### src/rtl/mole_hit_scorer_if.sv
// Player/randomiser bus of the whack-a-mole scorer.
// The DUT side uses slave; the stimulus side uses master.
interface mole_hit_scorer_if #(
  parameter int N_MOLES = 18,
  parameter int SCORE_W = 10
);
  logic               start;
  logic               tick;
  logic [N_MOLES-1:0] moles;
  logic [N_MOLES-1:0] sw;
  logic               enable;
  logic [1:0]         level;
  logic [SCORE_W-1:0] score;
  logic [SCORE_W-1:0] misses;
  logic [6:0]         time_left;
  logic               game_over;

  modport master (
    output start, tick, moles, sw,
    input  enable, level, score, misses,
    input  time_left, game_over
  );

  modport slave (
    input  start, tick, moles, sw,
    output enable, level, score, misses,
    output time_left, game_over
  );
endinterface

### src/rtl/mole_hit_scorer.sv
// Whack-a-mole scorer: hits/misses, round timer,
// randomiser enable and score-driven difficulty level.
module mole_hit_scorer #(
  parameter int N_MOLES      = 18,
  parameter int SCORE_W      = 10,
  parameter int LEVEL_STEP   = 10,
  parameter int GAME_SECONDS = 60
) (
  input  logic             clk,
  input  logic             reset,
  mole_hit_scorer_if.slave bus
);

  localparam int         CW = $clog2(N_MOLES + 1);
  localparam logic [6:0] T0 = 7'(GAME_SECONDS);

  typedef enum logic [1:0] {
    IDLE = 2'd0,
    PLAY = 2'd1,
    OVER = 2'd2
  } state_t;

  state_t             state, state_nxt;
  logic [N_MOLES-1:0] sw_q;
  logic [N_MOLES-1:0] hit_mask, hit_mask_nxt;
  logic [N_MOLES-1:0] whack, hit, miss;
  logic [SCORE_W-1:0] score, score_nxt;
  logic [SCORE_W-1:0] misses, misses_nxt;
  logic [1:0]         level, level_nxt;
  logic [6:0]         time_left, time_nxt;
  logic               enable, game_over;

  function automatic logic [CW-1:0] popcnt(
    input logic [N_MOLES-1:0] v
  );
    logic [CW-1:0] c;
    c = '0;
    for (int i = 0; i < N_MOLES; i++)
      c = c + CW'(v[i]);
    return c;
  endfunction

  function automatic logic [SCORE_W-1:0] sat_add(
    input logic [SCORE_W-1:0] a,
    input logic [CW-1:0]      b
  );
    logic [SCORE_W:0] s;
    s = {1'b0, a} + (SCORE_W + 1)'(b);
    return s[SCORE_W] ? '1 : s[SCORE_W-1:0];
  endfunction

  function automatic logic [1:0] lvl_of(
    input logic [SCORE_W-1:0] s
  );
    if (int'(s) >= 3 * LEVEL_STEP)      return 2'd3;
    else if (int'(s) >= 2 * LEVEL_STEP) return 2'd2;
    else if (int'(s) >= LEVEL_STEP)     return 2'd1;
    else                                return 2'd0;
  endfunction

  // Edge detector is free-running so switch moves outside a round are absorbed.
  always_ff @(posedge clk)
    sw_q <= bus.sw;

  assign whack = (state == PLAY) ? (bus.sw ^ sw_q) : '0;
  assign hit   = whack & bus.moles & ~hit_mask;
  assign miss  = whack & ~bus.moles;

  always_comb begin
    state_nxt    = state;
    score_nxt    = score;
    misses_nxt   = misses;
    level_nxt    = level;
    time_nxt     = time_left;
    hit_mask_nxt = hit_mask & bus.moles;
    unique case (state)
      IDLE, OVER: begin
        if (bus.start) begin
          state_nxt    = PLAY;
          score_nxt    = '0;
          misses_nxt   = '0;
          level_nxt    = 2'd0;
          time_nxt     = T0;
          hit_mask_nxt = '0;
        end
      end
      PLAY: begin
        hit_mask_nxt = (hit_mask | hit) & bus.moles;
        score_nxt    = sat_add(score, popcnt(hit));
        misses_nxt   = sat_add(misses, popcnt(miss));
        level_nxt    = lvl_of(score);
        if (bus.tick) begin
          time_nxt = time_left - 7'd1;
          if (time_left == 7'd1)
            state_nxt = OVER;
        end
      end
      default: state_nxt = IDLE;
    endcase
  end

  always_ff @(posedge clk or posedge reset) begin
    if (reset) begin
      state     <= IDLE;
      hit_mask  <= '0;
      score     <= '0;
      misses    <= '0;
      level     <= 2'd0;
      time_left <= 7'd0;
      enable    <= 1'b0;
      game_over <= 1'b0;
    end else begin
      state     <= state_nxt;
      hit_mask  <= hit_mask_nxt;
      score     <= score_nxt;
      misses    <= misses_nxt;
      level     <= level_nxt;
      time_left <= time_nxt;
      enable    <= (state_nxt == PLAY);
      game_over <= (state_nxt == OVER);
    end
  end

  assign bus.enable    = enable;
  assign bus.level     = level;
  assign bus.score     = score;
  assign bus.misses    = misses;
  assign bus.time_left = time_left;
  assign bus.game_over = game_over;

endmodule
### src/flat_wrapper.sv
// flat-port wrapper written by rule: the top's interface ports become plain ports
module mole_hit_scorer_flat 
#(
  parameter int N_MOLES      = 18,
  parameter int SCORE_W      = 10,
  parameter int LEVEL_STEP   = 10,
  parameter int GAME_SECONDS = 60
)
  (clk, reset, bus_start, bus_tick, bus_moles, bus_sw, bus_enable, bus_level, bus_score, bus_misses, bus_time_left, bus_game_over);
  mole_hit_scorer_if #(.N_MOLES(N_MOLES), .SCORE_W(SCORE_W)) bus_i ();
  input  logic clk;
  input  logic reset;
  input wire logic [$bits(bus_i.start)-1:0] bus_start;
  input wire logic [$bits(bus_i.tick)-1:0] bus_tick;
  input wire logic [$bits(bus_i.moles)-1:0] bus_moles;
  input wire logic [$bits(bus_i.sw)-1:0] bus_sw;
  output wire logic [$bits(bus_i.enable)-1:0] bus_enable;
  output wire logic [$bits(bus_i.level)-1:0] bus_level;
  output wire logic [$bits(bus_i.score)-1:0] bus_score;
  output wire logic [$bits(bus_i.misses)-1:0] bus_misses;
  output wire logic [$bits(bus_i.time_left)-1:0] bus_time_left;
  output wire logic [$bits(bus_i.game_over)-1:0] bus_game_over;
  assign bus_i.start = bus_start;
  assign bus_i.tick = bus_tick;
  assign bus_i.moles = bus_moles;
  assign bus_i.sw = bus_sw;
  assign bus_enable = bus_i.enable;
  assign bus_level = bus_i.level;
  assign bus_score = bus_i.score;
  assign bus_misses = bus_i.misses;
  assign bus_time_left = bus_i.time_left;
  assign bus_game_over = bus_i.game_over;
  mole_hit_scorer #(.N_MOLES(N_MOLES), .SCORE_W(SCORE_W), .LEVEL_STEP(LEVEL_STEP), .GAME_SECONDS(GAME_SECONDS)) u_core (.clk(clk), .reset(reset), .bus(bus_i));
endmodule
### config.mk
export PLATFORM = sky130hd
export DESIGN_NAME = mole_hit_scorer_flat
export DESIGN_NICKNAME = d
export VERILOG_FILES = /design/src/rtl/mole_hit_scorer_if.sv /design/src/rtl/mole_hit_scorer.sv /design/src/flat_wrapper.sv
export SDC_FILE = /design/constraint.sdc
export NUM_CORES = 1
export LEC_CHECK = 0
export CORE_MARGIN = 5
export CORE_UTILIZATION = 49
export CTS_CLUSTER_SIZE = 28
export DETAILED_ROUTE_END_ITERATION = 10
export PLACE_DENSITY = 0.76
export SYNTH_ARGS = -nofsm -noshare
export SYNTH_HDL_FRONTEND = slang
export SYNTH_SLANG_ARGS = --single-unit
### constraint.sdc
create_clock -name clk -period 5.95 [get_ports clk]
set_clock_uncertainty 0.1 [all_clocks]
set_input_delay 1.19 -clock clk [delete_from_list [all_inputs] [get_ports clk]]
set_output_delay 1.19 -clock clk [all_outputs]
set_load 0.01 [all_outputs]
Word level (Yosys, flattened, before mapping)
Cells that the tools add are included.
{ "totals": {"elab_cells": 90, "output_inout_bits": 31, "input_bits": 40, "register_bits": 69} }
{ "classes": {"reduce_logical": 5, "n_eq_ne": 7, "n_bitwise": 9, "mux": 20, "add_sub_neg": 37, "magnitude_cmp": 3} }
{ "op_table": {"columns": ["operator", "count"], "rows": [
  ["5-bit by 1-bit adder with 5-bit output", 32],
  ["18-bit bitwise AND", 5],
  ["10-bit one-hot mux with 2 select lines", 2],
  ["18-bit two-way mux", 2],
  ["18-bit NOT", 2],
  ["18-bit one-hot mux with 2 select lines", 1],
  ["10-bit two-way mux", 3],
  ["10-bit by 5-bit adder with 11-bit output", 2],
  ["10-bit by 5-bit >= comparator with 1-bit output (second input constant)", 2],
  ["18-bit bitwise OR", 1],
  ["18-bit XOR", 1],
  ["7-bit two-way mux", 2],
  ["7-bit one-hot mux with 2 select lines", 1],
  ["2-bit two-way mux", 6],
  ["10-bit by 4-bit >= comparator with 1-bit output (second input constant)", 1],
  ["2-bit one-hot mux with 2 select lines", 2],
  ["7-bit by 1-bit equality test with 1-bit output (second input constant)", 1],
  ["7-bit by 1-bit subtractor with 7-bit output (second input constant)", 1],
  ["1-bit by 1-bit adder with 2-bit output", 2],
  ["2-bit by 1-bit equality test with 1-bit output (second input constant)", 2],
  ["2-bit equality test (second input constant)", 2],
  ["2-bit inequality test (second input constant)", 2],
  ["3-bit AND reduction", 1],
  ["2-bit logical NOT", 1],
  ["4 further kinds", 4]
]} }

Logic depth before layout (Yosys ltp)
Gate-level depths: netlist of run 1.
{ "depth": {"ltp_word": 24, "mapped_depth": 23, "ltp_nobuf": 21} }

Least setup slack after synthesis of run 1
OpenSTA, ideal clock, no wires.
{ "synth_path": {"path_kind": "input port to flip-flop", "startpoint": "input bus_sw[0]", "endpoint": "register u_core.misses[6], in the netlist u_core.bus.misses[6]", "required_time_ns": 5.756, "setup_ns": 0.094, "path_stages": 18, "slack_ns": -0.188, "n_path_buf": 0, "t_arrival_ns": 5.944, "cell_sequence": "xor2_1 nand2_1 nor2_1 ha_1 inv_1 fa_1 fa_1 fa_1 inv_1 fa_1 fa_1 inv_1 fa_1 fa_1 nand2b_1 a21oi_2 o211ai_2 a221oi_2"} }
{ "synth_via": {"elab_chain_cells": 23} }
{ "synth_lines": {"columns": ["element", "line", "text"], "rows": [
  ["start: declaration", "flat_wrapper.sv:16", "input wire logic [$bits(bus_i.sw)-1:0] bus_sw;"],
  ["18-bit XOR", "mole_hit_scorer.sv:65", "assign whack = (state == PLAY) ? (bus.sw ^ sw_q) : '0;"],
  ["18-bit two-way mux", "mole_hit_scorer.sv:65", null],
  ["18-bit bitwise AND", "mole_hit_scorer.sv:67", "assign miss = whack & ~bus.moles;"],
  ["1-bit by 1-bit adder with 2-bit output", "mole_hit_scorer.sv:39", "c = c + CW'(v[i]);"],
  ["5-bit by 1-bit adder with 5-bit output (16 in series)", "mole_hit_scorer.sv:39", null],
  ["10-bit by 5-bit adder with 11-bit output", "mole_hit_scorer.sv:48", "s = {1'b0, a} + (SCORE_W + 1)'(b);"],
  ["10-bit two-way mux", "mole_hit_scorer.sv:49", "return s[SCORE_W] ? '1 : s[SCORE_W-1:0];"],
  ["10-bit one-hot mux with 2 select lines", "mole_hit_scorer.sv:76", "unique case (state)"],
  ["end signal: assignment", "mole_hit_scorer.sv:116", "misses <= misses_nxt;"],
  ["end: declaration", "mole_hit_scorer.sv:28", "logic [SCORE_W-1:0] misses, misses_nxt;"]
]} }
Every way passes these cells.
A chain may end at the register's enable or synchronous reset.

Final worst setup path of run 1
{ "layout_path": {"startpoint": "input bus_sw[4]", "endpoint": "register u_core.misses[4], in the netlist u_core.bus.misses[4]"} }
{ "layout_via": {"elab_chain_cells": 20} }
{ "layout_lines": {"columns": ["element", "line"], "rows": [
  ["18-bit XOR", "mole_hit_scorer.sv:65"],
  ["18-bit two-way mux", "mole_hit_scorer.sv:65"],
  ["18-bit bitwise AND", "mole_hit_scorer.sv:67"],
  ["5-bit by 1-bit adder with 5-bit output (14 in series)", "mole_hit_scorer.sv:39"],
  ["10-bit by 5-bit adder with 11-bit output", "mole_hit_scorer.sv:48"],
  ["10-bit two-way mux", "mole_hit_scorer.sv:49"],
  ["10-bit one-hot mux with 2 select lines", "mole_hit_scorer.sv:76"]
]} }
Every way passes these cells.

==> summary.txt, run 1 <==
Status
  • Result of the run: completed

Min path
  • Hold/Removal Path Class: reg2reg
  • Hold wc startpoint: u_core.bus.level[0]
  • Worst hold stages: 2
  • Hold Path End: u_core.bus.level[0]

Drt
  • Drt first-iter violations: 134
  • Antenna violation net count after detailed routing: 0
  • WL/cell: 15.6 um
  • Wire length reported by the detailed router: 10.2 mm
  • DRC violations left: 0
  • Routed vias: 3600
  • Vias per std cell: 5.50
  • Detailed-router iteration count before antenna repair: 4

Floorplan
  • Die outline height: 104 um
  • I/O pin count: 71
  • Effective utilization at floorplan: 0.503
  • Number of placement rows: 34
  • Core Area: 8680 um2
  • DIE WIDTH: 104 um
  • Die outline area: 10900 um2

Timing
  • Unrepaired setup endpoints after global routing: yes
  • Number of setup violations in the final report: 0
  • Slew at the pin closest to its max-slew limit: 1.09 ns
  • Highest clock rate: 169 MHz
  • Post-layout minimum cycle time: 5.90 ns
  • Period utilisation layout: 0.992
  • Sum of negative setup slack: 0 ns
  • Final setup margin: 0.0485 ns
  • Final hold violations: 0
  • Slew margin rel.: 0.272
  • Max Slew Vio Count: 0

Final layout
  • Multi-input combinational cell area: 2790 um2
  • Number of antenna diodes: 0
  • Post-synthesis to final-layout area growth: 34.5%
  • FILL cells: 682
  • Number of nets in the finished design: 629
  • Non-filler instance count after layout: 654
  • Final Core Density: 0.676
  • Combined flip-flop and latch cell area: 1640 um2
  • Commonest non-fill, non-tap cells in the layout: sky130_fd_sc_hd__clkdlybuf4s50_1, sky130_fd_sc_hd__dfrtp_1, sky130_fd_sc_hd__nand2_1
  • Most common library cell in the layout ignoring fill and taps: sky130_fd_sc_hd__clkdlybuf4s50_1
  • Proportion of layout cells with a drive suffix above 1: 0.209

Clock network
  • Total CTS buffers: 9
  • Maximum clock insertion buffer count: 2
  • Insertion delay of the later-clocked pin in the worst-skew pair: 0.36 ns
  • Hold-fix buffer count after cts: 0
  • Maximum level of the CTS H-tree: 3
  • Register clock-pin slew on the reported worst setup and hold paths: 0.08 ns
  • Clock Root Buffer: sky130_fd_sc_hd__clkbuf_8
  • # clock sinks: 69
  • TritonCTS clock tree: yes

Critical path
  • Buffers & Inverters on Critical Path: 4
  • Worst reg2reg endpoint: u_core.bus.misses[4]
  • Reg2reg setup slack: 0.26 ns
  • Worst path required time: 6.06 ns
  • Kind of start point of the critical path: primary input
  • Largest fanout on the critical path: 3
  • Worst R2R Start: u_core.state[1]
  • Critical Path, Cell by Cell: dlygate4sd2_1 > xnor2_2 > or3_4 > fa_1 > fa_1 > fa_1 > inv_1 > fa_1 > fa_2 > inv_2 > fa_2 > fa_2 > nand2b_4 > buf_4 > a21oi_4 > xnor2_2 > a31oi_2
  • Path depth of the worst reg2reg path: 18
  • Critical Path Slowest Stage Cell: sky130_fd_sc_hd__fa_1
  • Arrival time of the worst setup path: 6.01 ns
  • CP dominant cell by count: sky130_fd_sc_hd__fa_1
  • Cell family with most CP delay: adder cells
  • Longest individual stage delay on the worst path: 0.51 ns
  • Element type at the critical path end: flop
  • Critical Setup Path Class: in2reg

Synthesis
  • Number of warnings reported in the yosys synthesis log: 0
  • Leading register cell type out of synthesis: sky130_fd_sc_hd__dfrtp_1
  • Number of standard cells after synthesis: 442
  • Flip-flop and latch count after synthesis: 69
  • Async S/R FF share, synth: 0.739
  • Mapped Area: 4360 um2
  • Distinct cell type count after synthesis: 59
  • Post-synthesis area per instance: 9.87 um2
  • Syn_nets: 530
  • Portion of the post-synthesis area used by sequential elements: 0.375
  • Number of flops mapped to enable cells by yosys: 0

Global routing
  • Largest net degree at the start of global routing: 52
  • Gr usage total: 0.187
  • Global-route wire length before repair: 16.9 mm
  • Number of antenna violations at the first check in global routing: 0
  • Number of global-route vias before repair: 3646
  • Total overflow reported by the global router: 0

Flow run
  • Number of max-cap violations: 0

Placement
  • Routability congestion estimate: 0.825
  • Placed Cells incl. Taps: 632
  • Place WS: -0.909 ns
  • Post-detail-place hpwl: 7.31 mm
  • Number of port buffers: 70
==> stage by stage <==
| step | cell area (um2) | hold slack [ns] |
|---|---|---|
| 2_1_floorplan | 4390 | 0.387 |
| 3_3_place_gp | 5340 | 0.366 |
| 3_5_place_dp | 5340 | 0.374 |
| 4_1_cts | 5660 | 0.392 |
| 5_1_grt | 5870 | 0.434 |
| 6_report | 5870 | 0.388 |
==> state kept, by name, summed over array words and instances, names as in the netlist <==
name and count:
u_core.bus.enable 1, u_core.bus.game_over 1, u_core.bus.level 2, u_core.bus.misses 10, u_core.bus.score 10, u_core.bus.time_left 7, u_core.hit_mask 18, u_core.state 2
u_core.sw_q 18
==> cells in the mapped netlist (7+ instances only) <==
| master | instances | share of area |
|---|---|---|
| sky130_fd_sc_hd__nor2b_1 | 9 | 0.013 |
| sky130_fd_sc_hd__a31oi_1 | 7 | 0.010 |
| sky130_fd_sc_hd__or3_1 | 9 | 0.013 |
| sky130_fd_sc_hd__buf_2 | 10 | 0.011 |
| sky130_fd_sc_hd__nor2_1 | 34 | 0.029 |
| sky130_fd_sc_hd__nand4b_1 | 10 | 0.020 |
| sky130_fd_sc_hd__a21oi_1 | 31 | 0.036 |
| sky130_fd_sc_hd__dfxtp_1 | 18 | 0.083 |
| sky130_fd_sc_hd__dfrtp_1 | 51 | 0.29 |
| sky130_fd_sc_hd__o21ai_0 | 7 | 0.0080 |
| sky130_fd_sc_hd__fa_1 | 26 | 0.12 |
| sky130_fd_sc_hd__xnor2_1 | 15 | 0.030 |
| sky130_fd_sc_hd__nand2_1 | 38 | 0.033 |
| sky130_fd_sc_hd__ha_1 | 22 | 0.063 |
| sky130_fd_sc_hd__nand3_1 | 8 | 0.0092 |
| sky130_fd_sc_hd__inv_1 | 36 | 0.031 |
| sky130_fd_sc_hd__xor2_1 | 15 | 0.030 |
| sky130_fd_sc_hd__nand3b_1 | 8 | 0.014 |
| sky130_fd_sc_hd__a21boi_0 | 11 | 0.019 |
==> tightest hold or removal path: stages (launching register included) <==
cell and delay [ns]:
sky130_fd_sc_hd__dfrtp_1 0.35, sky130_fd_sc_hd__nand2_1 0.04, sky130_fd_sc_hd__o21ai_0 0.06
==> routing by layer <==
| layer | global-route usage | vias to the layer above | wire (um) |
|---|---|---|---|
| li1 | - | 1720 | - |
| met2 | 0.316 | 98 | 5270 |
| met1 | 0.232 | 1766 | 4270 |
| met4 | 0.0564 | 0 | 132 |
| met5 | 0 | - | 0 |
| met3 | 0.0540 | 16 | 543 |
==> layout make-up <==
| class | instances | area share |
|---|---|---|
| multi-input combinational | 322 | 0.475 |
| tap | 108 | 0.0230 |
| clock buffer | 11 | 0.0241 |
| inverter | 36 | 0.0230 |
| sequential | 69 | 0.279 |
| timing repair buffer | 103 | 0.161 |
| clock inverter | 5 | 0.0143 |
==> worst max path at each step <==
stage / from / to / slack [ns] / cells past startpoint
after global routing: bus_sw[0] / u_core.bus.misses[6] / -0.09 / 19
after floorplan: bus_sw[0] / u_core.bus.score[2] / -0.002 / 17
final: bus_sw[4] / u_core.bus.misses[4] / 0.05 / 17
after detailed placement: bus_sw[0] / u_core.bus.score[1] / -0.91 / 19
after CTS: bus_moles[0] / u_core.bus.score[7] / 0.00008 / 16
after global placement: bus_sw[1] / u_core.bus.score[2] / -0.74 / 19
==> logic make-up after synthesis <==
group           synth area share
buf+inv                   0.0508
mux                      0.00459
flops                      0.375
xor+xnor                  0.0602
fa+ha+maj                  0.185
simple gates               0.181
compound gates             0.143
==> timing repair <==
| action | CTS | global route |
|---|---|---|
| pin swaps | 37 | 50 |
| setup buffers | 2 | 4 |
| endpoints found under the hold margin | 0 | 0 |
| gates resized for setup | 37 | 46 |
| endpoints found under the setup margin | 20 | 20 |
Power of run 1 is not shown: default switching activity piles up to over one toggle a cycle in this logic, so the estimate is an artifact.
==> inputs of run 2 (changes only) <==
Settings changed: CORE_UTILIZATION 49 to 54, PLACE_DENSITY 0.76 to 0.8.
Clock period 5.95 ns to 5.65 ns, I/O delays scaled along.
==> summary.txt, run 2 (synthesized netlist as in run 1, its figures left out) <==
Timing
  • Max Slew Vio Count: 0 (unchanged)
  • Slew at the pin closest to its max-slew limit: 1.11 ns (+0.0213 ns)
  • Period utilisation layout: 1.02
  • Unrepaired setup endpoints after global routing: yes
  • Number of setup violations in the final report: 19 (+19)
  • Slew margin rel.: 0.257 (-0.0153)
  • Post-layout minimum cycle time: 5.77 ns
  • Highest clock rate: 173 MHz
  • Sum of negative setup slack: -1.06 ns (-1.06 ns)
  • Final setup margin: -0.119 ns (-0.168 ns)
  • Final hold violations: 0 (unchanged)
  • Worst hold slack: 0.385 ns (-0.00366 ns)

Global routing
  • Total overflow reported by the global router: 0 (unchanged)
  • Number of global-route vias before repair: 3922 (+7.6%)
  • Number of antenna violations at the first check in global routing: 0 (unchanged)
  • Gr usage total: 0.233 (+0.0462)
  • Largest net degree at the start of global routing: 52 (unchanged)
  • Global-route wire length before repair: 18.4 mm (+8.8%)

Clock network
  • Register clock-pin slew on the reported worst setup and hold paths: 0.08 ns (about the same)
  • TritonCTS clock tree: yes
  • Maximum clock insertion buffer count: 2 (unchanged)
  • Maximum level of the CTS H-tree: 3 (unchanged)
  • Insertion delay of the later-clocked pin in the worst-skew pair: 0.37 ns (about the same)
  • Total CTS buffers: 9 (unchanged)
  • Clock Root Buffer: sky130_fd_sc_hd__clkbuf_8
  • # clock sinks: 69 (unchanged)
  • Hold-fix buffer count after cts: 0 (unchanged)

Drt
  • Drt first-iter violations: 162 (+21%)
  • Vias per std cell: 5.82 (+5.8%)
  • Wire length reported by the detailed router: 11.5 mm (+12%)
  • Detailed-router iteration count before antenna repair: 5 (+1)
  • Routed vias: 3826 (+6.3%)
  • DRC violations left: 0 (unchanged)
  • Antenna violation net count after detailed routing: 0 (unchanged)
  • WL/cell: 17.5 um (+12%)

Placement
  • Number of port buffers: 70 (unchanged)
  • Placed Cells incl. Taps: 629 (-0.47%)
  • Routability congestion estimate: 0.846 (+2.5%)
  • Post-detail-place hpwl: 7.65 mm (+4.7%)

Final layout
  • Final Core Density: 0.770 (+0.0940)
  • Most common library cell in the layout ignoring fill and taps: sky130_fd_sc_hd__clkdlybuf4s50_1
  • Non-filler instance count after layout: 657 (+0.46%)
  • Post-synthesis to final-layout area growth: 37.8%
  • Number of antenna diodes: 0 (unchanged)
  • Regs by FF count: u_core.hit_mask x18, u_core.sw_q x18
  • Combined flip-flop and latch cell area: 1640 um2 (unchanged)
  • Number of nets in the finished design: 638 (+1.4%)
  • FILL cells: 519 (-24%)
  • Multi-input combinational cell area: 2910 um2 (+4.3%)
  • Commonest non-fill, non-tap cells in the layout: sky130_fd_sc_hd__clkdlybuf4s50_1, sky130_fd_sc_hd__dfrtp_1, sky130_fd_sc_hd__buf_4
  • Proportion of layout cells with a drive suffix above 1: 0.254 (+0.0453)

Floorplan
  • Core Area: 7810 um2 (-10%)
  • Number of placement rows: 32 (-5.9%)
  • Die outline area: 9980 um2 (-8.4%)
  • Effective utilization at floorplan: 0.559 (+0.0561)
  • Die outline height: 99.9 um (-4.3%)
  • I/O pin count: 71 (unchanged)
  • DIE WIDTH: 99.9 um (-4.3%)

Critical path
  • Largest fanout on the critical path: 5 (+2)
  • Element type at the critical path end: flop
  • Critical Setup Path Class: in2reg
  • Arrival time of the worst setup path: 5.94 ns (-0.07 ns)
  • Worst path required time: 5.82 ns (-0.24 ns)
  • Kind of start point of the critical path: primary input

Flow run
  • Number of max-cap violations: 0 (unchanged)

Status
  • Violations in the final reports: setup timing
  • Result of the run: finished, violations left

Min path
  • Hold/Removal Path Class: reg2reg
[run 2: cell count changes in the layout (fill, tap and decap cells not counted), moves of 3 or more]
cell,delta
sky130_fd_sc_hd__o21ai_2,+3
sky130_fd_sc_hd__buf_6,+5
sky130_fd_sc_hd__a21oi_1,-5
sky130_fd_sc_hd__a21oi_2,+4
sky130_fd_sc_hd__dlymetal6s2s_1,-5
sky130_fd_sc_hd__nor2_2,-3
sky130_fd_sc_hd__ha_1,-3
sky130_fd_sc_hd__buf_4,+4
sky130_fd_sc_hd__dlygate4sd2_1,+3
sky130_fd_sc_hd__nor2_1,+3
sky130_fd_sc_hd__ha_4,+3
[run 2: worst paths after layout]
kind	from	end	slack (ns)	depth (start not counted)
hold reg to reg	u_core.bus.level[0]	u_core.bus.level[0]	0.38	2
setup / recovery	bus_sw[0]	u_core.bus.misses[8]	-0.12	20
max in group asynchronous	reset	u_core.hit_mask[3]	3.50	2
min in group asynchronous	reset	u_core.hit_mask[6]	1.26	2
setup reg to reg	u_core.state[0]	u_core.bus.misses[8]	-0.01	17
hold / removal	u_core.bus.level[0]	u_core.bus.level[0]	0.38	2
[run 2: what timing repair did]
item                                    in CTS  in global routing
endpoints found under the hold margin        0                  0
buffers inserted                             5                  7
gates resized for setup                     71                 32
endpoints found under the setup margin      20                 20
pin swaps                                   75                 46
[run 2: routing by layer]
layer	up-vias	part of all wire	global-route usage
li1	1746	-	-
met1	1875	0.39	0.288
met2	164	0.51	0.389
met3	41	0.061	0.0431
met4	0	0.038	0.122
met5	-	0	0
[run 2: cell type report]
class                           instances  share of cell area
Multi-Input combinational cell        322               0.483
Clock buffer                           10              0.0229
Sequential cell                        69               0.272
Inverter                               36              0.0225
Clock inverter                          6              0.0104
Tap cell                              102              0.0212
Timing Repair Buffer                  112               0.167
[run 2: stage by stage]
step           cell area, um2  setup slack, ns
3_5_place_dp             5410           -0.892
6_report                 6010           -0.119
5_1_grt                  6010           -0.268
2_1_floorplan            4440           -0.115
4_1_cts                  5810           -0.193
3_3_place_gp             5410           -0.749
[run 2: critical path, cell delays in order]
cell	delay, ns
sky130_fd_sc_hd__buf_6	0.09
sky130_fd_sc_hd__xor2_1	0.15
sky130_fd_sc_hd__nand2_1	0.13
sky130_fd_sc_hd__buf_6	0.13
sky130_fd_sc_hd__nor2_4	0.03
sky130_fd_sc_hd__ha_4	0.26
sky130_fd_sc_hd__inv_2	0.03
sky130_fd_sc_hd__fa_1	0.54
sky130_fd_sc_hd__fa_1	0.43
sky130_fd_sc_hd__fa_1	0.50
sky130_fd_sc_hd__inv_1	0.05
sky130_fd_sc_hd__fa_1	0.45
sky130_fd_sc_hd__fa_2	0.36
sky130_fd_sc_hd__inv_2	0.07
sky130_fd_sc_hd__fa_2	0.45
sky130_fd_sc_hd__fa_2	0.36
sky130_fd_sc_hd__nand2b_4	0.17
sky130_fd_sc_hd__a21oi_4	0.24
sky130_fd_sc_hd__o21bai_1	0.11
sky130_fd_sc_hd__a221oi_2	0.25
Power of run 2 is left out for the same reason.
==> inputs of run 3 (changes only) <==
Settings changed: CORE_UTILIZATION 54 to 48, PLACE_DENSITY 0.8 to 0.72.
==> summary.txt, run 3 (synthesized netlist as in run 1, its figures left out) <==
Timing
  • Highest clock rate: 170 MHz (-1.9%)
  • Slew margin rel.: 0.244 (-0.0134)
  • Period utilisation layout: 1.04 (+0.0198)
  • Post-layout minimum cycle time: 5.88 ns (+0.112 ns)
  • Final hold violations: 0 (unchanged)
  • Sum of negative setup slack: -2.68 ns (-1.62 ns)
  • Unrepaired setup endpoints after global routing: yes
  • Final setup margin: -0.231 ns (-0.112 ns)
  • Number of setup violations in the final report: 20 (+1)
  • Max Slew Vio Count: 0 (unchanged)
  • Slew at the pin closest to its max-slew limit: 1.13 ns (+0.0201 ns)

Final layout
  • Proportion of layout cells with a drive suffix above 1: 0.246 (-0.00763)
  • Combined flip-flop and latch cell area: 1640 um2 (unchanged)
  • Number of antenna diodes: 0 (unchanged)
  • Commonest non-fill, non-tap cells in the layout: sky130_fd_sc_hd__clkdlybuf4s50_1, sky130_fd_sc_hd__dfrtp_1, sky130_fd_sc_hd__buf_4
  • Final Core Density: 0.685 (-0.0853)
  • FILL cells: 694 (+34%)
  • Regs by FF count: u_core.hit_mask x18, u_core.sw_q x18
  • Post-synthesis to final-layout area growth: 38.2%
  • Multi-input combinational cell area: 2870 um2 (-1.2%)
  • Most common library cell in the layout ignoring fill and taps: sky130_fd_sc_hd__clkdlybuf4s50_1
  • Number of nets in the finished design: 643 (+0.78%)

Status
  • Result of the run: finished, violations left
  • Violations in the final reports: setup timing

Global routing
  • Number of antenna violations at the first check in global routing: 0 (unchanged)
  • Number of global-route vias before repair: 3858 (-1.6%)
  • Total overflow reported by the global router: 0 (unchanged)
  • Gr usage total: 0.202 (-0.0319)
  • Global-route wire length before repair: 18.1 mm (-1.9%)
  • Largest net degree at the start of global routing: 52 (unchanged)

Drt
  • Drt first-iter violations: 132 (-19%)
  • Antenna violation net count after detailed routing: 0 (unchanged)
  • WL/cell: 16.6 um (-5.0%)
  • Routed vias: 3699 (-3.3%)
  • Vias per std cell: 5.54 (-4.9%)
  • Detailed-router iteration count before antenna repair: 4 (-1)
  • Wire length reported by the detailed router: 11.1 mm (-3.4%)
  • DRC violations left: 0 (unchanged)

Clock network
  • Total CTS buffers: 9 (unchanged)
  • TritonCTS clock tree: yes
  • Register clock-pin slew on the reported worst setup and hold paths: 0.08 ns (about the same)
  • Maximum level of the CTS H-tree: 3 (unchanged)
  • # clock sinks: 69 (unchanged)
  • Hold-fix buffer count after cts: 0 (unchanged)
  • Clock Root Buffer: sky130_fd_sc_hd__clkbuf_8
  • Maximum clock insertion buffer count: 2 (unchanged)
  • Insertion delay of the later-clocked pin in the worst-skew pair: 0.36 ns (about the same)

Floorplan
  • Core Area: 8810 um2 (+13%)
  • Die outline area: 11100 um2 (+11%)
  • Effective utilization at floorplan: 0.495 (-0.0633)
  • Number of placement rows: 34 (+6.3%)
  • DIE WIDTH: 105 um (+5.5%)
  • Die outline height: 105 um (+5.5%)
  • I/O pin count: 71 (unchanged)

Placement
  • Post-detail-place hpwl: 7.72 mm (+0.93%)
  • Number of port buffers: 70 (unchanged)
  • Routability congestion estimate: 0.839 (-0.82%)

Critical path
  • Worst path required time: 5.83 ns (about the same)
  • Largest fanout on the critical path: 5 (unchanged)
  • Element type at the critical path end: flop
  • Arrival time of the worst setup path: 6.06 ns (+0.12 ns)
  • Path depth of the worst reg2reg path: 18 (+1)
  • Kind of start point of the critical path: primary input
  • Critical Setup Path Class: in2reg

Min path
  • Worst hold stages: 2 (unchanged)
  • Hold/Removal Path Class: reg2reg

Flow run
  • Number of max-cap violations: 0 (unchanged)
run 3: changes by cell type in the layout (fill, tap and decap cells not counted), sizes merged:
cell	previous run	this run
bufinv	1	0
clkinv	2	1
clkinvlp	3	4
dlymetal6s2s	0	1
buf	47	52
run 3: worst paths after layout:
kind | startpoint | to | slack [ns]
worst max-delay path | bus_sw[0] | u_core.bus.misses[3] | -0.23
worst min-delay path | u_core.bus.level[0] | u_core.bus.level[0] | 0.40
worst max register to register | u_core.state[1] | u_core.bus.misses[3] | -0.04
worst min register to register | u_core.bus.level[0] | u_core.bus.level[0] | 0.40
max in group asynchronous | reset | u_core.bus.score[7] | 3.46
min in group asynchronous | reset | u_core.hit_mask[0] | 1.28
run 3: metal layers:
metal  routed length [um]  GRT usage
met1                 4590      0.240
met2                 5770      0.361
met3                  506     0.0355
met4                  210     0.0787
met5                    0          0
run 3: stage by stage:
step                worst slack (ns)  hold slack [ns]  std cells  cell area, um2
global placement              -0.765            0.367        639            5440
floorplan                     -0.115            0.387        442            4440
detailed placement            -0.885            0.388        639            5440
finish                        -0.231            0.396        668            6030
CTS                           -0.329            0.406        664            5900
global route                  -0.386            0.438        668            6030
run 3: layout make-up:
type / count / area share
Tap cell: 108 / 0.0224
Sequential cell: 69 / 0.271
Clock buffer: 11 / 0.0251
Clock inverter: 5 / 0.00581
Multi-Input combinational cell: 322 / 0.476
Timing Repair Buffer: 117 / 0.176
Inverter: 36 / 0.0224
run 3: critical path: stages:
cell and delay (ns):
sky130_fd_sc_hd__buf_6 0.09, sky130_fd_sc_hd__xor2_1 0.15, sky130_fd_sc_hd__nand2_1 0.09, sky130_fd_sc_hd__buf_6 0.12, sky130_fd_sc_hd__nor2_4 0.04, sky130_fd_sc_hd__ha_4 0.26, sky130_fd_sc_hd__inv_2 0.04, sky130_fd_sc_hd__fa_1 0.56
sky130_fd_sc_hd__fa_1 0.44, sky130_fd_sc_hd__fa_1 0.57, sky130_fd_sc_hd__inv_2 0.04, sky130_fd_sc_hd__fa_1 0.45, sky130_fd_sc_hd__fa_2 0.37, sky130_fd_sc_hd__inv_2 0.07, sky130_fd_sc_hd__fa_2 0.46, sky130_fd_sc_hd__fa_2 0.36
sky130_fd_sc_hd__nand2b_4 0.18, sky130_fd_sc_hd__a21oi_4 0.23, sky130_fd_sc_hd__buf_4 0.16, sky130_fd_sc_hd__o21ai_4 0.07, sky130_fd_sc_hd__a31oi_1 0.19
run 3: what timing repair did:
action | 4_1_cts | 5_1_grt
pin swaps | 61 | 46
endpoints found under the setup margin | 20 | 20
gates resized for setup | 77 | 23
setup buffers | 10 | 4
Power of run 3 is left out for the same reason.
==> edit 1 (config.mk and constraints of run 1) <==
The 3 states of `state_t` get a one-hot encoding in 3 bits.
--- a/src/rtl/mole_hit_scorer.sv
+++ b/src/rtl/mole_hit_scorer.sv
@@ -14,10 +14,10 @@
   localparam int         CW = $clog2(N_MOLES + 1);
   localparam logic [6:0] T0 = 7'(GAME_SECONDS);
 
-  typedef enum logic [1:0] {
-    IDLE = 2'd0,
-    PLAY = 2'd1,
-    OVER = 2'd2
+  typedef enum logic [2:0] {
+    IDLE = 3'b001,
+    PLAY = 3'b010,
+    OVER = 3'b100
   } state_t;
 
   state_t             state, state_nxt;
Check against the original RTL: same outputs for any inputs over 4 cycles, from zero or initial values and one cycle with reset high; so few cycles prove little.
==> edit 1 against run 1 <==
  * The flow now finishes with violations (setup timing)
  * Worst hold slack improved by 0.019 ns
  * Setup slack got worse by 0.16 ns
  * Global-route usage increased by 0.54 points
  * Final area is 4.1% higher
  * Synthesized cell count down 0.68%
  * Core utilization up 2.1 points
  * Area after synthesis grew 1.0%
  * Count of clock-buffer cells in the layout down 1
  * Sequential cell count rose by 1
  * Wire length increased by 4.2%
Power is left out: it rests on default switching activity, and per cell area and clock period it moved more than threefold.
==> edit 1: results (changes against run 1) <==
[cells_and_area]
buf_share = 0.1811  ; +0.01967
multi_input_area_mm2 = 0.002839  ; +1.9%
final_nets = 649  ; +3.2%
final_cells = 674  ; +3.1%
stdcell_area_mm2 = 0.006106  ; +4.1%
nNonClkInverters = 39  ; +8.3%
multi_input_cells = 317  ; -1.6%
clkCellAreaFrac = 0.03545  ; -0.002945
clock_buffers = 10  ; -1
drive_above_1_share = 0.2597  ; +0.05093
seq-cell-share = 0.2723  ; -0.006675
buffers_excl_clock = 124  ; +20%

[global_route]
grt_max_degree = 53  ; +1.9%
grtUsageMet1 = 0.2344  ; +0.002758
first_global_vias = 3903  ; +7.0%
grt_pass1_wl_um = 17680  ; +4.4%
grt_use_total = 0.1926  ; +0.005355
grt_use_met2 = 0.3453  ; +0.02949
grtUsageMet3 = 0.03144  ; -0.02256

[min_path]
holdPathEnd = u_core.bus.level[1]
hp-class = reg -> reg
hp-start = u_core.bus.level[1]
hold_depth = 1  ; -1

[route]
dr_wl_met3_um = 417  ; -23%
wl_met1_um = 4457  ; +4.5%
wl_met2_um = 5631  ; +7.0%
drtIter0Drc = 73  ; -46%
wl_per_cell_um = 15.78  ; +1.1%
via_per_inst = 5.461  ; -0.78%

[timing]
fin_ws_ns = -0.1164  ; -0.1649 ns
setup_violations = 10  ; +10
slew_headroom = 0.2673  ; -0.004985
whs_ns = 0.4077  ; +0.01941 ns

[yosys]
synth-compound-area-share = 0.1499  ; +0.006771
avgSynthCellArea_um2 = 10.04  ; +1.7%
async_flop_share = 0.7429  ; +0.003727
synth.distinct_cells = 54  ; -8.5%
netlist_top_cells_count = dfrtp_1 (51), inv_1 (39), nand2_1 (34), nor2_1 (32), fa_1 (26)
synth_area_leaders = dfrtp_1 (29%), fa_1 (12%), dfxtp_1 (8.2%)
synth_xor_area_frac = 0.05963  ; -0.0006158
synthAdderAreaFrac = 0.1829  ; -0.001888
synth.mux.area_fraction = 0  ; -0.004590
yosysSeqAreaShare = 0.3773  ; +0.002127
synth_fp_nets = 527  ; -0.57%

[run_status]
failed_checks = setup timing
outcome = complete, but fails checks

[clock_network]
clock-sinks = 70  ; +1.4%

[worst_setup_path]
reg2reg_from = u_core.state[2]
worst-endpoint-arrival_ns = 6.25  ; +0.24 ns

[placement]
dp.cells = 643  ; +1.7%
gp_congestion = 0.8923  ; +8.2%
dp_hpwl_um = 7760  ; +6.2%

==> edit 1: cell count changes after synthesis, sizes merged, moves of 10 or more <==
| cell | before | now |
|---|---|---|
| a21boi | 11 | 0 |
| nand3b | 8 | 19 |
| nand4b | 10 | 0 |
| nor3 | 3 | 18 |
| o211a | 1 | 16 |
| o21ai | 10 | 22 |
==> edit 1: worst max-delay path by stage <==
stage / from / cells past startpoint / end
after global placement: bus_sw[0] / 22 / u_core.bus.misses[9]
final: bus_sw[12] / 20 / u_core.bus.misses[8]
after global routing: bus_sw[12] / 22 / u_core.bus.misses[9]
after floorplan: bus_sw[0] / 20 / u_core.bus.misses[9]
after CTS: bus_sw[16] / 21 / u_core.bus.misses[9]
after detailed placement: bus_sw[1] / 22 / u_core.bus.misses[9]
==> edit 1: what timing repair did <==
action	in CTS	in global routing
resized for setup	66	44
endpoints found under the hold margin	0	0
buffers inserted	11	4
pin swaps	53	38
setup endpoints to repair	20	20
==> edit 2 (config.mk and constraints of run 1) <==
Without the edit above. `N_MOLES` is set to 18 in 3 places; all go to 36.
--- a/src/rtl/mole_hit_scorer_if.sv
+++ b/src/rtl/mole_hit_scorer_if.sv
@@ -1,7 +1,7 @@
 // Player/randomiser bus of the whack-a-mole scorer.
 // The DUT side uses slave; the stimulus side uses master.
 interface mole_hit_scorer_if #(
-  parameter int N_MOLES = 18,
+  parameter int N_MOLES = 36,
   parameter int SCORE_W = 10
 );
   logic               start;
--- a/src/rtl/mole_hit_scorer.sv
+++ b/src/rtl/mole_hit_scorer.sv
@@ -1,7 +1,7 @@
 // Whack-a-mole scorer: hits/misses, round timer,
 // randomiser enable and score-driven difficulty level.
 module mole_hit_scorer #(
-  parameter int N_MOLES      = 18,
+  parameter int N_MOLES      = 36,
   parameter int SCORE_W      = 10,
   parameter int LEVEL_STEP   = 10,
   parameter int GAME_SECONDS = 60
--- a/src/flat_wrapper.sv
+++ b/src/flat_wrapper.sv
@@ -1,7 +1,7 @@
 // flat-port wrapper written by rule: the top's interface ports become plain ports
 module mole_hit_scorer_flat 
 #(
-  parameter int N_MOLES      = 18,
+  parameter int N_MOLES      = 36,
   parameter int SCORE_W      = 10,
   parameter int LEVEL_STEP   = 10,
   parameter int GAME_SECONDS = 60
Ports: changed (resized bus_moles and bus_sw); port bits go from 71 to 107. The function was not compared with the original's and may differ.
==> edit 2 against run 1 <==
  * The run now ends with setup timing left
  * Non-clock buffer count grew 81
  * Final area grew 57%
  * Sequential cell count grew 36
  * Die area grew 49%
  * Synthesized cell count grew 53%
  * Largest cell class unchanged
  * Area after synthesis grew 55%
  * Highest routed layer unchanged
  * Wire length grew 64%
  * Global-route usage grew 2.1 points
  * Setup slack lost 1.4 ns
Power is left out: the tool's default activity adds up to more than one toggle a clock period on the data nets, which glitch-free logic cannot reach.
==> edit 2: results (changes against run 1) <==
[run_status]
outcome = complete, but fails checks
failed_checks = setup timing

[placement]
dp_hpwl_um = 12850  ; +76%
dpl_worst_slack_ns = -2.066  ; -1.157 ns
port_buffers = 106  ; +51%
gp_congestion = 0.8370  ; +1.5%

[clock_network]
cts_htree_levels = 3  ; unchanged
clkTransAtPathRegs_ns = 0.07
clock-root-buffer = clkbuf_16
cts_repair_resize_count = 78  ; +110%
post_cts_buffers = 8  ; +6

[yosys]
synth_fp_nets = 840  ; +58%
syn_inst = 676  ; +53%
async_flop_share = 0.6571  ; -0.08199
synth.distinct_cells = 55  ; -6.8%
netlist_top_cells_count = inv_1 (74), dfrtp_1 (69), fa_1 (58), nor2_1 (55), a21oi_1 (47)
synth.most_common_cell = inv_1
yosysSeqAreaShare = 0.3619  ; -0.01333
synth_area_leaders = dfrtp_1 (26%), fa_1 (17%), dfxtp_1 (11%)

[cells_and_area]
drive_above_1_share = 0.2129  ; +0.004074
final_nets = 1014  ; +61%
largestRegisters = u_core.hit_mask: 36 flops, u_core.sw_q: 36 flops

[worst_setup_path]
r2r_setup_slack_ns = -1.14  ; -1.40 ns
endpoint = u_core.bus.misses[8]
timing.rr.end = u_core.bus.score[9]
rr_worst_depth = 22  ; +4
worst-endpoint-arrival_ns = 7.48  ; +1.47 ns
critPathLaunch = bus_sw[28]

[route]
vias = 5472  ; +52%
wl_per_cell_um = 16.19  ; +3.7%
wl_met2_um = 8876  ; +69%
drtIter0Drc = 298  ; +120%
dr_wl_met3_um = 731  ; +35%
wl_met1_um = 6630  ; +55%

[global_route]
grt_pass1_wl_um = 27280  ; +61%
antenna_found_initial = 0  ; unchanged
first_global_vias = 5911  ; +62%
grt_max_degree = 70  ; +35%
grt_use_total = 0.2083  ; +0.02110

[timing]
fin_tns_setup_ns = -25.03  ; -25.03 ns
fin_ws_ns = -1.386  ; -1.434 ns
setup_violations = 20  ; +20

[min_path]
hp-start = u_core.bus.level[0]

edit 2: cells by family (layout without fill, tap and decap cells):
family,Yosys count,in the layout,synth area share
xor gates and xnor gates,52,52,0.06734
buffers and inverters,95,274,0.05495
muxes,2,2,0.002960
AOI/OAI and AO/OA,116,116,0.1082
DFF,105,105,0.3619
adders and majority gates,88,88,0.2272
and+or+nand+nor,218,218,0.1774
edit 2: metrics by stage:
step                hold slack, ns  cell area [µm²]  cells
floorplan                   0.3946             6874    676
global placement            0.3899             8558   1005
detailed placement          0.4005             8558   1005
CTS                         0.4167             8997   1028
global route                0.4492             9191   1035
finish                      0.4069             9191   1035
edit 2: layer usage:
metal	GRT usage	vias up
met3	0.04139	41
met1	0.2365	2698
met2	0.3846	143
met5	0	-
met4	0.07823	0
li1	-	2590
edit 2: area by class of cell:
type	count	area, µm²
multi-input combinational	476	4322
timing repair buffer	184	1653
inverter	74	277.8
clock buffer	12	246.5
tap	180	225.2
sequential	105	2447
fill	1055	4528
clock inverter	4	20.02
